--- config.mk ---
export PLATFORM = sky130hd
export DESIGN_NAME = sdram_init_seq
export DESIGN_NICKNAME = d
export VERILOG_FILES = /design/src/rtl/sdram_init_seq.sv
export SDC_FILE = /design/constraint.sdc
export NUM_CORES = 1
export LEC_CHECK = 0
export CORE_ASPECT_RATIO = 1.5
export CORE_MARGIN = 2
export CORE_UTILIZATION = 45
export DETAILED_ROUTE_END_ITERATION = 7
export PLACE_DENSITY = 0.73
export SKIP_LAST_GASP = 1
export SLEW_MARGIN = 10
export SYNTH_ARGS = -nofsm -noshare
export SYNTH_HDL_FRONTEND = slang
export SYNTH_SLANG_ARGS = --single-unit
--- constraint.sdc ---
create_clock -name Clk -period 4.5 [get_ports Clk]
set_clock_uncertainty 0.2 [all_clocks]
set_input_delay 0.9 -clock Clk [delete_from_list [all_inputs] [get_ports Clk]]
set_output_delay 0.9 -clock Clk [all_outputs]
set_load 0.01 [all_outputs]
--- src/rtl/sdram_init_seq.sv ---
// SDRAM power-up initialisation sequencer: waits out power-up, precharges all banks,
// issues N_REFRESH auto refreshes and a LOAD MODE, then hands the bus to the controller.
module sdram_init_seq #(
    parameter int         ASIZE       = 12,
    parameter int         BASIZE      = 2,
    parameter int         T_POWERUP   = 20000,
    parameter int         T_RP        = 2,
    parameter int         T_RFC       = 7,
    parameter int         T_MRD       = 2,
    parameter int         N_REFRESH   = 8,
    parameter logic [2:0] BURST_LEN   = 3'b011,
    parameter logic       BURST_TYPE  = 1'b0,
    parameter logic [2:0] CAS_LAT     = 3'b011,
    parameter logic       WRITE_BURST = 1'b0
) (
    input  logic              Clk,
    input  logic              Rst,
    input  logic              Reinit_req,
    output logic              Cke,
    output logic [3:0]        Command,
    output logic [ASIZE-1:0]  Saddr,
    output logic [BASIZE-1:0] Ba,
    output logic              Init_done,
    output logic              Busy
);

    localparam logic [3:0] CMD_NOP = 4'b0111;
    localparam logic [3:0] CMD_PRE = 4'b0010;
    localparam logic [3:0] CMD_REF = 4'b0001;
    localparam logic [3:0] CMD_LMR = 4'b0000;

    localparam int T_MAX_A = (T_POWERUP > T_RP)  ? T_POWERUP : T_RP;
    localparam int T_MAX_B = (T_RFC > T_MRD)     ? T_RFC     : T_MRD;
    localparam int T_MAX   = (T_MAX_A > T_MAX_B) ? T_MAX_A   : T_MAX_B;
    localparam int CW      = $clog2(T_MAX + 1);
    localparam int RW      = $clog2(N_REFRESH + 1);

    localparam logic [ASIZE-1:0] PRE_ADDR  = ASIZE'(1024);
    localparam logic [ASIZE-1:0] MODE_WORD =
        ASIZE'({WRITE_BURST, 2'b00, CAS_LAT, BURST_TYPE, BURST_LEN});

    localparam logic [2:0] ST_WAIT = 3'd0;
    localparam logic [2:0] ST_PRE  = 3'd1;
    localparam logic [2:0] ST_TRP  = 3'd2;
    localparam logic [2:0] ST_REF  = 3'd3;
    localparam logic [2:0] ST_TRFC = 3'd4;
    localparam logic [2:0] ST_MRS  = 3'd5;
    localparam logic [2:0] ST_TMRD = 3'd6;
    localparam logic [2:0] ST_DONE = 3'd7;

    logic [2:0]       state, state_d;
    logic [CW-1:0]    cnt, cnt_d;
    logic [RW-1:0]    ref_cnt, ref_d;
    logic [3:0]       cmd_d;
    logic [ASIZE-1:0] saddr_d;
    logic             done_d;
    logic             go_pre, go_ref, go_mrs, go_done;

    // Outside WAIT, cnt holds the NOP cycles still owed before the next command,
    // so a spacing of 1 chains commands back to back straight from the command state.
    // NOTE: every always_comb output gets a default first so no path infers a latch.
    always_comb begin
        state_d = state;
        cnt_d   = cnt;
        ref_d   = ref_cnt;
        cmd_d   = CMD_NOP;
        saddr_d = '0;
        done_d  = 1'b0;
        go_pre  = 1'b0;
        go_ref  = 1'b0;
        go_mrs  = 1'b0;
        go_done = 1'b0;

        case (state)
            ST_WAIT: begin
                if (cnt == CW'(T_POWERUP)) go_pre = 1'b1;
                else                       cnt_d  = cnt + CW'(1);
            end
            ST_PRE, ST_TRP: begin
                if (cnt == '0) go_ref = 1'b1;
                else begin
                    state_d = ST_TRP;
                    cnt_d   = cnt - CW'(1);
                end
            end
            ST_REF, ST_TRFC: begin
                if (cnt == '0) begin
                    if (ref_cnt == RW'(N_REFRESH)) go_mrs = 1'b1;
                    else                           go_ref = 1'b1;
                end else begin
                    state_d = ST_TRFC;
                    cnt_d   = cnt - CW'(1);
                end
            end
            ST_MRS, ST_TMRD: begin
                if (cnt == '0) go_done = 1'b1;
                else begin
                    state_d = ST_TMRD;
                    cnt_d   = cnt - CW'(1);
                end
            end
            ST_DONE: begin
                go_pre  = Reinit_req;
                go_done = ~Reinit_req;
            end
            default: state_d = ST_WAIT;
        endcase

        if (go_pre) begin
            state_d = ST_PRE;
            cnt_d   = CW'(T_RP - 1);
            ref_d   = '0;
            cmd_d   = CMD_PRE;
            saddr_d = PRE_ADDR;
        end
        if (go_ref) begin
            state_d = ST_REF;
            cnt_d   = CW'(T_RFC - 1);
            ref_d   = ref_cnt + RW'(1);
            cmd_d   = CMD_REF;
        end
        if (go_mrs) begin
            state_d = ST_MRS;
            cnt_d   = CW'(T_MRD - 1);
            cmd_d   = CMD_LMR;
            saddr_d = MODE_WORD;
        end
        if (go_done) begin
            state_d = ST_DONE;
            cnt_d   = '0;
            done_d  = 1'b1;
        end
    end

    // NOTE: sequential state uses non-blocking assignments so every register sees pre-edge values.
    always_ff @(posedge Clk) begin
        if (Rst) begin
            state     <= ST_WAIT;
            cnt       <= '0;
            ref_cnt   <= '0;
            Cke       <= 1'b0;
            Command   <= CMD_NOP;
            Saddr     <= '0;
            Ba        <= '0;
            Init_done <= 1'b0;
            Busy      <= 1'b1;
        end else begin
            state     <= state_d;
            cnt       <= cnt_d;
            ref_cnt   <= ref_d;
            Cke       <= 1'b1;
            Command   <= cmd_d;
            Saddr     <= saddr_d;
            Ba        <= '0;
            Init_done <= done_d;
            Busy      <= ~done_d;
        end
    end

endmodule
==> run summary <==
CP endpoint kind: flip-flop
Core Area: 4245 sq um
CTS Sinks: 30
Total wire length: 4.125 mm
Avg WL per Cell: 13.70 um
Rows: 29
Lkg Pwr: 0.9943 nW
Initial antenna violation count: 0
Max_cap viols: 0
Reg2reg start: state[1]
Worst r2r path cells: 10
Mapped Cells: 245
CTS tree: yes
Final Hold Viols: 0
GPL Wtd Cong: 0.8284
CP Data Arrival Time: 3430 ps
R2R Path End: cnt[14]
Synth Warn #: 0
Total gr overflow: 0
Hold Path Depth: 2
CTS Root Cell: clkbuf_8
WP data required: 4510 ps
Hold_buf cts: 0
DIE HEIGHT: 85.59 um
Drt pass-1 iters: 4
Peak Freq: 292.6 MHz
Initial core utilization: 47.04%
WP buf/inv: 1
Later-pin clock latency in the skew report: 290 ps
Share of the synthesized area in the top cell type: 30.08%
Top-count cell post-synth: dfxtp_1
Worst hold path endpoint: ref_cnt[1]
Pin count of the biggest net entering global routing: 16
Top cells by area, synth: dfxtp_1 30%, ha_1 9.4%, buf_4 5.6%
DRT iter0 DRCs: 65
Worst-margin pin slew: 737.3 ps
Critical Path Slowest Stage Cell: or3_1
List of most frequent post-synthesis cells: 30 x dfxtp_1, 24 x nor2_1, 21 x nand2_1
Antenna Nets Post-Route: 0
Routed vias: 1690
Synth Flop Type: dfxtp_1
Average size of a mapped cell: 8.151 sq um
Max-slew violation count: 0
Rel. slew slack: 50.85%
Worst hold slack: 302.8 ps
Number of global-route vias before repair: 1530
Die ar.: 4997 sq um
Synth async-reset ratio: 0%
FF-to-FF setup slack: 1080 ps
TritonCTS Buffers: 5
HPWL Detailed: 3.146 mm
Layout Area Growth over Synthesis: 9.399%
Fraction of layout cells with a size suffix above 1: 5.882%
Maximum vdd ir drop: 0.2420 mV
Status: finished clean
Post-synth EDFFs: 0
Period utilisation layout: 75.94%
Seq/Total Area, Yosys: 30.08%
Hold Startpoint: ref_cnt[1]
Post-CTS Setup Bufs: 0
Synth Cell Area: 1997 sq um
Io pins: 24
Hold WC Path Type: reg -> reg
Worst path max stage delay: 470 ps
Post_cts resized: 0
Crit-path cells: or3_1 > nand2_1 > inv_1 > ha_1 > a21o_1 > a31o_2 > a221o_1 > a211o_1 > o211ai_1 > mux2i_1
Final nets: 273
Setup Viol. Count Final: 0
Fin crit period: 3417 ps
RSZ-0062 raised after global routing: false
Number of synthesized register bits: 30
GRT Overall Usage: 17.69%
Synth unique cells: 47
Critical Path Source Type: flip-flop
First-pass GRT wire length: 6.927 mm
Setup CP Type: reg -> reg
Longest Clk Path Bufs: 2
Setup TNS: 0 ps
Buffers on Ports: 13
Die Width: 58.39 um
DRC viols: 0
Via density: 5.615
Max FO, Critical Path: 14
H-tree depth: 2
CP delay by family, top: compound AO/OA/AOI/OAI gates
Antenna Cells: 0
Dominant cell type by area after synthesis: dfxtp_1
Register clock-pin slew on the reported worst setup and hold paths: 70 ps
Pwr per Cell Area: 269.1 nW/um^2
where the power goes:
part / switching (W) / leakage (nW) / internal, W
sequential: 0.00000427 / 0.243 / 0.000269
combinational: 0.0000276 / 0.694 / 0.0000162
clock: 0.000108 / 0.0579 / 0.000163
total: 0.000139 / 0.994 / 0.000449
tightest hold or removal path, cell delays in order (launching register included):
cell and delay [ps]:
dfxtp_1 330, nand3_1 70, a21oi_1 60
worst max path at each step:
| stage | slack (ps) | from | cells past startpoint | to |
|---|---|---|---|---|
| after CTS | 1100 | state[1] | 10 | cnt[14] |
| after global placement | 1220 | state[1] | 10 | cnt[14] |
| after global routing | 920 | state[1] | 10 | cnt[14] |
| final | 1080 | state[1] | 10 | cnt[14] |
| after detailed placement | 1120 | state[1] | 10 | cnt[14] |
| after floorplan | 1370 | state[1] | 11 | cnt[14] |
layout make-up:
type,count,area [sq um]
fillers,397,2061
multi-input cells,191,1239
flip-flops and latches,30,600.6
repair buffers,13,130.1
clock buffers,5,68.82
well taps,46,57.56
inverters,13,48.80
clock inverters,3,40.04
through the flow:
step	instances	area, sq um	power (W)	setup WS, ps	util, %
floorplan	254	2031	0.0003184	1373	-
global placement	293	2076	0.0003217	1223	48.89
detailed placement	293	2076	0.0003226	1119	48.89
CTS	301	2185	0.0005899	1098	51.46
global route	301	2185	0.0006065	917.4	51.46
finish	301	2185	0.0005879	1083	51.46
sequential cells by signal, summed over array words and instances, names as in the netlist:
register	cells
Busy	1
cnt	15
Init_done	1
Command	3
Cke	1
state	3
ref_cnt	4
Saddr	2
cell usage in the layout (no fill, tap or decap), types with 2 or more instances in the layout:
cell / instances
dfxtp_1: 30
and2_1: 3
nor4_1: 2
a211oi_1: 4
or2_2: 2
or3_1: 2
nor2_1: 24
a31oi_1: 4
a21oi_1: 17
nand4_1: 2
clkinv_2: 2
or4_1: 3
nand2_1: 21
clkbuf_8: 5
ha_1: 15
a21o_1: 5
nand3b_1: 2
o21ai_0: 13
nand3_1: 9
o211ai_1: 3
o21a_1: 2
xnor2_1: 4
clkdlybuf4s50_1: 13
nor3_1: 11
mux2i_1: 6
inv_1: 13
conb_1: 10
xor2_1: 9
kinds of logic (layout without fill, tap and decap cells):
group | Yosys count | in the layout | share of synthesized area (%)
other | 1 | 10 | 0.1878
buffers and inverters | 33 | 34 | 9.586
xor gates and xnor gates | 13 | 13 | 5.702
adders and majority gates | 16 | 16 | 10.40
AOI/OAI and AO/OA | 59 | 59 | 19.74
muxes | 6 | 6 | 3.008
and+or+nand+nor | 87 | 87 | 21.30
DFF | 30 | 30 | 30.08
routing by layer:
layer | part of all wire (%) | wire length [um] | track usage [%]
met5 | 0 | 0 | 0
met4 | 0.99 | 41 | 5.074
met3 | 3.2 | 133 | 4.072
met2 | 54 | 2234 | 33.30
met1 | 42 | 1716 | 18.92
Power figures use the tool's default switching activity.
